[config.mk]
export PLATFORM = sky130hd
export DESIGN_NAME = bnn_act_pool_flat
export DESIGN_NICKNAME = d
export VERILOG_FILES = /design/src/rtl/bnn_pkg.sv /design/src/rtl/bnn_act_pool_if.sv /design/src/rtl/bnn_sync_fifo.sv /design/src/rtl/bnn_act_pool.sv /design/src/flat_wrapper.sv
export SDC_FILE = /design/constraint.sdc
export NUM_CORES = 1
export LEC_CHECK = 0
export CAP_MARGIN = 0
export CELL_PAD_IN_SITES_DETAIL_PLACEMENT = 0
export CELL_PAD_IN_SITES_GLOBAL_PLACEMENT = 1
export CORE_ASPECT_RATIO = 1.4
export CORE_MARGIN = 2
export CORE_UTILIZATION = 38
export DETAILED_ROUTE_END_ITERATION = 12
export HOLD_SLACK_MARGIN = 0.12
export PLACE_DENSITY = 0.82
export REMOVE_ABC_BUFFERS = 1
export SLEW_MARGIN = 20
export SYNTH_ARGS = -nofsm -noshare
export SYNTH_HDL_FRONTEND = slang
export SYNTH_SLANG_ARGS = --single-unit
[constraint.sdc]
create_clock -name clk_bpug -period 4.3 [get_ports clk_bpug]
set_input_delay 0.645 -clock clk_bpug [delete_from_list [all_inputs] [get_ports clk_bpug]]
set_output_delay 0.645 -clock clk_bpug [all_outputs]
set_load 0.05 [all_outputs]
[src/rtl/bnn_pkg.sv]
// -----------------------------------------------------------------------------
// bnn_pkg
// Shared definitions for the BPU group and its downstream consumers.
//   CH       : channels per output pixel (one BPU popcount per channel)
//   PW       : popcount width, signed two's complement
//   popcnt_t     : one signed popcount
//   popcnt_vec_t : one beat of CH popcounts, channel c in entry [c]
//   bin_bit  : folded batch-norm binarization of one channel
// -----------------------------------------------------------------------------
package bnn_pkg;

    localparam int CH    = 8;
    localparam int PW    = 7;
    localparam int SEL_W = $clog2(CH);

    typedef logic signed [PW-1:0] popcnt_t;
    typedef popcnt_t [CH-1:0]     popcnt_vec_t;

    // Both operands are popcnt_t, so the compare stays a signed PW-bit
    // compare with no widening; equality gives 1 before the polarity flip.
    function automatic logic bin_bit(input popcnt_t value,
                                     input popcnt_t thr,
                                     input logic    flip);
        return (value >= thr) ^ flip;
    endfunction

endpackage

[src/rtl/bnn_act_pool_if.sv]
// -----------------------------------------------------------------------------
// bnn_act_pool_if
// Bundles the beat input, threshold-load, mode control and output FIFO
// handshake of bnn_act_pool.
//   master : sequencer / write-back side (drives beats, controls, out_ready)
//   slave  : bnn_act_pool (drives in_ready, out_valid, out_data, out_count)
// -----------------------------------------------------------------------------
interface bnn_act_pool_if #(
    parameter int DEPTH = 4
) ();

    localparam int CW = $clog2(DEPTH) + 1;

    logic                             in_valid;
    logic                             in_ready;
    bnn_pkg::popcnt_vec_t             bpu_out;
    logic                             thr_load;
    logic [bnn_pkg::SEL_W-1:0]        thr_sel;
    bnn_pkg::popcnt_t                 thr_data;
    logic                             flip_data;
    logic                             pool_en;
    logic                             pool_clr;
    logic                             out_valid;
    logic                             out_ready;
    logic [7:0]                       out_data;
    logic [CW-1:0]                    out_count;

    modport master (
        output in_valid, bpu_out, thr_load, thr_sel, thr_data, flip_data,
               pool_en, pool_clr, out_ready,
        input  in_ready, out_valid, out_data, out_count
    );

    modport slave (
        input  in_valid, bpu_out, thr_load, thr_sel, thr_data, flip_data,
               pool_en, pool_clr, out_ready,
        output in_ready, out_valid, out_data, out_count
    );

endinterface

[src/rtl/bnn_sync_fifo.sv]
// -----------------------------------------------------------------------------
// bnn_sync_fifo
// Single-clock FIFO with registered storage and occupancy count.
//   clk, rst  : clock, synchronous active-high reset (clears memory too,
//               so the head reads 0 after reset)
//   i_push    : write i_data (caller guarantees not full)
//   i_pop     : drop head entry; ignored when empty
//   o_data    : head entry, mem[rd_ptr]
//   o_count   : occupancy 0..DEPTH
// -----------------------------------------------------------------------------
module bnn_sync_fifo #(
    parameter int WIDTH = 8,
    parameter int DEPTH = 4,
    localparam int AW   = $clog2(DEPTH),
    localparam int CW   = AW + 1
) (
    input  logic             clk,
    input  logic             rst,
    input  logic             i_push,
    input  logic [WIDTH-1:0] i_data,
    input  logic             i_pop,
    output logic [WIDTH-1:0] o_data,
    output logic [CW-1:0]    o_count
);

    logic [WIDTH-1:0] r_mem [DEPTH];
    logic [AW-1:0]    r_wr_ptr;
    logic [AW-1:0]    r_rd_ptr;
    logic [CW-1:0]    r_count;
    logic             w_pop;

    assign w_pop   = i_pop & (r_count != {CW{1'b0}});
    assign o_data  = r_mem[r_rd_ptr];
    assign o_count = r_count;

    // Storage, pointers and occupancy; pointers wrap since DEPTH is 2^AW.
    always_ff @(posedge clk) begin
        if (rst) begin
            for (int i = 0; i < DEPTH; i++) begin
                r_mem[i] <= {WIDTH{1'b0}};
            end
            r_wr_ptr <= {AW{1'b0}};
            r_rd_ptr <= {AW{1'b0}};
            r_count  <= {CW{1'b0}};
        end else begin
            if (i_push) begin
                r_mem[r_wr_ptr] <= i_data;
                r_wr_ptr        <= r_wr_ptr + AW'(1);
            end
            if (w_pop) begin
                r_rd_ptr <= r_rd_ptr + AW'(1);
            end
            case ({i_push, w_pop})
                2'b10:   r_count <= r_count + CW'(1);
                2'b01:   r_count <= r_count - CW'(1);
                default: r_count <= r_count;
            endcase
        end
    end

endmodule

[src/rtl/bnn_act_pool.sv]
// -----------------------------------------------------------------------------
// bnn_act_pool
// Binarizes 8 signed popcounts per beat against per-channel thresholds with
// optional polarity flip, optionally OR-pools 4 beats (2x2 binary max-pool),
// and queues the packed byte in a small FIFO.
//   clk_bpug : gated BPU-group clock, all state here
//   rst      : synchronous active-high reset
//   bus      : bnn_act_pool_if.slave (beats, threshold load, pool control,
//              output FIFO handshake and occupancy)
// -----------------------------------------------------------------------------
module bnn_act_pool
    import bnn_pkg::*;
#(
    parameter int DEPTH = 4
) (
    input  logic               clk_bpug,
    input  logic               rst,
    bnn_act_pool_if.slave      bus
);

    localparam int CW = $clog2(DEPTH) + 1;

    popcnt_t       r_thr  [CH];
    logic [CH-1:0] r_flip;
    logic [CH-1:0] r_acc;
    logic [1:0]    r_pcnt;

    logic          w_accept;
    logic [CH-1:0] w_bits;
    logic [CH-1:0] w_merged;
    logic          w_push;
    logic [CW-1:0] w_count;
    logic [7:0]    w_head;

    // Full blocks every beat, including pool beats that would not push.
    assign bus.in_ready  = (w_count < CW'(DEPTH));
    assign w_accept      = bus.in_valid & bus.in_ready;
    assign w_merged      = r_acc | w_bits;
    assign bus.out_valid = (w_count != {CW{1'b0}});
    assign bus.out_data  = w_head;
    assign bus.out_count = w_count;

    // Per-channel binarization with the thresholds held before this edge.
    always_comb begin
        w_bits = {CH{1'b0}};
        for (int c = 0; c < CH; c++) begin
            w_bits[c] = bin_bit(bus.bpu_out[c], r_thr[c], r_flip[c]);
        end
    end

    // Push decision; pass-through also flushes a leftover partial window.
    always_comb begin
        w_push = 1'b0;
        if (w_accept && !bus.pool_clr) begin
            if (!bus.pool_en) begin
                w_push = 1'b1;
            end else if (r_pcnt == 2'd3) begin
                w_push = 1'b1;
            end else begin
                w_push = 1'b0;
            end
        end else begin
            w_push = 1'b0;
        end
    end

    // Threshold and polarity bank.
    always_ff @(posedge clk_bpug) begin
        if (rst) begin
            for (int c = 0; c < CH; c++) begin
                r_thr[c] <= popcnt_t'(0);
            end
            r_flip <= {CH{1'b0}};
        end else if (bus.thr_load) begin
            r_thr[bus.thr_sel]  <= bus.thr_data;
            r_flip[bus.thr_sel] <= bus.flip_data;
        end else begin
            r_flip <= r_flip;
        end
    end

    // Pool window accumulator; pool_clr beats any accepted beat.
    always_ff @(posedge clk_bpug) begin
        if (rst || bus.pool_clr) begin
            r_acc  <= {CH{1'b0}};
            r_pcnt <= 2'd0;
        end else if (w_accept) begin
            if (!bus.pool_en || (r_pcnt == 2'd3)) begin
                r_acc  <= {CH{1'b0}};
                r_pcnt <= 2'd0;
            end else begin
                r_acc  <= w_merged;
                r_pcnt <= r_pcnt + 2'd1;
            end
        end else begin
            r_acc  <= r_acc;
            r_pcnt <= r_pcnt;
        end
    end

    bnn_sync_fifo #(
        .WIDTH (8),
        .DEPTH (DEPTH)
    ) u_fifo (
        .clk     (clk_bpug),
        .rst     (rst),
        .i_push  (w_push),
        .i_data  (w_merged),
        .i_pop   (bus.out_ready),
        .o_data  (w_head),
        .o_count (w_count)
    );

endmodule
[src/flat_wrapper.sv]
// flat-port wrapper written by rule: the top's interface ports become plain ports
module bnn_act_pool_flat import bnn_pkg::*;
#(
    parameter int DEPTH = 4
)
  (clk_bpug, rst, bus_in_valid, bus_bpu_out, bus_thr_load, bus_thr_sel, bus_thr_data, bus_flip_data, bus_pool_en, bus_pool_clr, bus_out_ready, bus_in_ready, bus_out_valid, bus_out_data, bus_out_count);
  bnn_act_pool_if #(.DEPTH(DEPTH)) bus_i ();
  input  logic clk_bpug;
  input  logic rst;
  input wire logic [$bits(bus_i.in_valid)-1:0] bus_in_valid;
  input wire logic [$bits(bus_i.bpu_out)-1:0] bus_bpu_out;
  input wire logic [$bits(bus_i.thr_load)-1:0] bus_thr_load;
  input wire logic [$bits(bus_i.thr_sel)-1:0] bus_thr_sel;
  input wire logic [$bits(bus_i.thr_data)-1:0] bus_thr_data;
  input wire logic [$bits(bus_i.flip_data)-1:0] bus_flip_data;
  input wire logic [$bits(bus_i.pool_en)-1:0] bus_pool_en;
  input wire logic [$bits(bus_i.pool_clr)-1:0] bus_pool_clr;
  input wire logic [$bits(bus_i.out_ready)-1:0] bus_out_ready;
  output wire logic [$bits(bus_i.in_ready)-1:0] bus_in_ready;
  output wire logic [$bits(bus_i.out_valid)-1:0] bus_out_valid;
  output wire logic [$bits(bus_i.out_data)-1:0] bus_out_data;
  output wire logic [$bits(bus_i.out_count)-1:0] bus_out_count;
  assign bus_i.in_valid = bus_in_valid;
  assign bus_i.bpu_out = bus_bpu_out;
  assign bus_i.thr_load = bus_thr_load;
  assign bus_i.thr_sel = bus_thr_sel;
  assign bus_i.thr_data = bus_thr_data;
  assign bus_i.flip_data = bus_flip_data;
  assign bus_i.pool_en = bus_pool_en;
  assign bus_i.pool_clr = bus_pool_clr;
  assign bus_i.out_ready = bus_out_ready;
  assign bus_in_ready = bus_i.in_ready;
  assign bus_out_valid = bus_i.out_valid;
  assign bus_out_data = bus_i.out_data;
  assign bus_out_count = bus_i.out_count;
  bnn_act_pool #(.DEPTH(DEPTH)) u_core (.clk_bpug(clk_bpug), .rst(rst), .bus(bus_i));
endmodule
==> summary.md <==
| Metric | Value |
|---|---|
| Largest net degree at the start of global routing | `28` |
| DRC viols | `0` |
| Hold_ws | `0.499 ns` |
| Core Region | `16000 um2` |
| Clk Latency, worst-skew pair | `0.42 ns` |
| Asr flop ratio synth | `0` |
| Unrepaired setup endpoints after global routing | `false` |
| Iter 0 DRT Violations | `172` |
| Seq cells post-synth | `115` |
| H-Tree Depth | `4` |
| Post-synth cell types | `42` |
| MaxCap Viol Count | `0` |
| Synth Area per Inst | `11.3 um2` |
| Core Util, Final | `0.493` |
| Die width | `112 um` |
| Post-synth EDFFs | `88` |
| Final WS setup | `1.23 ns` |
| Setup Total Neg Slack | `0 ns` |
| Setup Fix Bufs, Post-CTS | `0` |
| YS warnings | `0` |
| Max Root-Sink Buffers | `2` |
| Fillers | `1442` |
| Sink Count | `115` |
| Final worst path period need | `3.07 ns` |
| R2R depth | `10` |
| Port bufs | `86` |
| Post-Syn Instances | `547` |
| Final #Nets | `779` |
| CTS tree | `done` |
| Critical Path RT | `3.65 ns` |
| Hold Path Depth | `1` |
| Worst setup EP type | `output pin` |
| Root buf cell | `clkbuf_16` |
| HPWL after DPL | `10200 um` |
| Critical path class | `reg -> out` |
| Post-DP Area | `7290 um2` |
| Placer Congestion | `0.807` |
| Post-route ant nets | `0` |
| Worst Hold Class | `reg -> reg` |
| CTS clk-pin slew, worst paths | `0.05 ns` |
| Fin. Hold Viols | `0` |
| Peak supply drop | `0.000340 V` |
| R2R Setup Slk | `1.91 ns` |
| Vias post-DR | `4272` |
| Die height | `155 um` |
| P&R area growth vs syn | `27.5%` |
| Pwr dens | `430 nW/um2` |
| P_leak | `0.00330 uW` |
| Register area share after synthesis | `0.514` |
| Dominant synthesized flop cell | `edfxtp_1` |
| CTS Buf Count | `17` |
| Global Route Usage Sum | `0.160` |
| Pins Over Slew Limit | `0` |
| Core Rows | `55` |
| Max Fanout on Critical Path | `8` |
| Initial antenna violation count | `0` |
| Status | `finished, final reports clean` |
| Vias in the first global route | `4486` |
| Fin crit share | `0.714` |
| I/O pin count | `87` |
| Number of gates resized after CTS | `0` |
| Grt ovf | `0` |
| First-pass GRT wire length | `21500 um` |
| CP arrival | `2.42 ns` |
| Slew @ Worst Pin | `0.769 ns` |
| Routed vias/inst | `4.98` |
| Post-Synthesis Cell Area | `6190 um2` |
| Routed wire per std cell | `15.4 um` |
| N_diodes | `0` |
| Initial Utilization | `0.386` |
| DP Worst Slack | `1.38 ns` |
| DR pass1 iterations | `4` |
| Slew margin rel. | `0.486` |
| Final setup vio count | `0` |
| CTS Hold Bufs | `0` |
| Layout cells sized above 1 | `0.0971` |
| Fmax | `326 MHz` |
| Final instance area | `7900 um2` |
| DIE AREA | `17400 um2` |
| Clock Skew | `0.0143 ns` |
| Critical Path Source Type | `flop` |
| Routed wire length | `13200 um` |
==> kinds of logic after synthesis <==
group / count (synthesis) / synth area share
and+or+nand+nor: 184 / 0.154
DFF: 115 / 0.514
buffers and inverters: 89 / 0.0543
AOI/OAI and AO/OA: 70 / 0.0927
adders and majority gates: 59 / 0.120
muxes: 16 / 0.0448
xor gates and xnor gates: 14 / 0.0198
==> cells in the mapped netlist, types with 2 or more instances <==
master     count  area, um2
a2111oi_0      6       52.6
xnor2_1       10       87.6
buf_2          2       10.0
nor3_1         7       35.0
nand2b_1      13       81.3
ha_1          58        726
a31oi_1        6       37.5
a31o_2         5       43.8
nand2_1       14       52.6
nor2_1        66        248
xor2_1         4       35.0
o21bai_1       3       22.5
or3_1          3       18.8
and2_1        57        357
a22o_1         8       70.1
a2111oi_4      2       55.1
o22ai_2        2       25.0
o22a_1         6       52.6
and2b_1        2       15.0
mux2_4         2       30.0
nand4b_1       2       17.5
o21ai_0       11       55.1
clkbuf_1       6       22.5
inv_1         80        300
mux4_2         8        180
nand4_1        6       37.5
a21oi_1        4       20.0
edfxtp_1      88       2640
mux2_2         6       67.6
a21o_1        15        113
nor2b_1        8       50.1
dfxtp_1       27        541
==> through the flow <==
step                cells  total power [uW]
floorplan             538              1760
global placement      826              1990
detailed placement    826              2020
CTS                   858              3430
global route          858              3540
finish                858              3400
==> per-layer routing <==
layer / up-vias / GRT usage / routed length (um)
met2: 109 / 0.299 / 7180
li1: 2097 / - / -
met5: - / 0 / 0
met1: 2047 / 0.171 / 5240
met4: 0 / 0.0570 / 223
met3: 19 / 0.0452 / 565
==> cell usage in the layout (no fill, tap or decap), types with 4 or more instances in the layout <==
cell	Yosys	routed
edfxtp_1	88	88
clkdlybuf4s50_1	0	86
inv_1	80	80
nor2_1	66	66
ha_1	58	58
and2_1	57	57
dfxtp_1	27	27
clkbuf_16	0	20
a21o_1	15	15
nand2_1	14	14
nand2b_1	13	13
o21ai_0	11	11
xnor2_1	10	10
a22o_1	8	8
mux4_2	8	8
nor2b_1	8	8
nor3_1	7	7
a2111oi_0	6	6
a31oi_1	6	6
nand4_1	6	6
o22a_1	6	6
mux2_2	6	6
a31o_2	5	5
xor2_1	4	4
a21oi_1	4	4
==> area by class of cell <==
class	count	area, um2	share of cell area
Clock buffer	22	518	0.0656
Clock inverter	10	91.3	0.0116
Inverter	80	300	0.0380
Multi-Input combinational cell	343	2680	0.339
Sequential cell	115	3180	0.403
Tap cell	199	249	0.0315
Timing Repair Buffer	89	883	0.112
==> worst paths after layout <==
check,start,end
setup / recovery,flop,bus_out_data[5]
hold / removal,u_core.r_acc[3],u_core.r_acc[3]
setup reg to reg,u_core.r_pcnt[0],u_core.u_fifo.o_count[2]
hold reg to reg,u_core.r_acc[3],u_core.r_acc[3]
==> worst max-delay path, cell delays in order (launching register included) <==
cell and delay, ns:
dfxtp_1 0.67, mux4_2 0.62, clkdlybuf4s50_1 0.73
==> power breakdown <==
group / leakage, uW / switching (uW) / internal, uW
Combinational: 0.00192 / 369 / 301
Sequential: 0.00109 / 50.8 / 1270
Clock: 0.000294 / 497 / 912
==> state kept, by name, indices dropped and copies added (netlist names), named ones only <==
name and cells:
u_core.r_thr 56, u_core.u_fifo.r_mem 32, u_core.r_acc 8, u_core.r_flip 8
u_core.u_fifo.o_count 3, u_core.r_pcnt 2, u_core.u_fifo.r_rd_ptr 2, u_core.u_fifo.r_wr_ptr 2
Power figures use the tool's default switching activity.
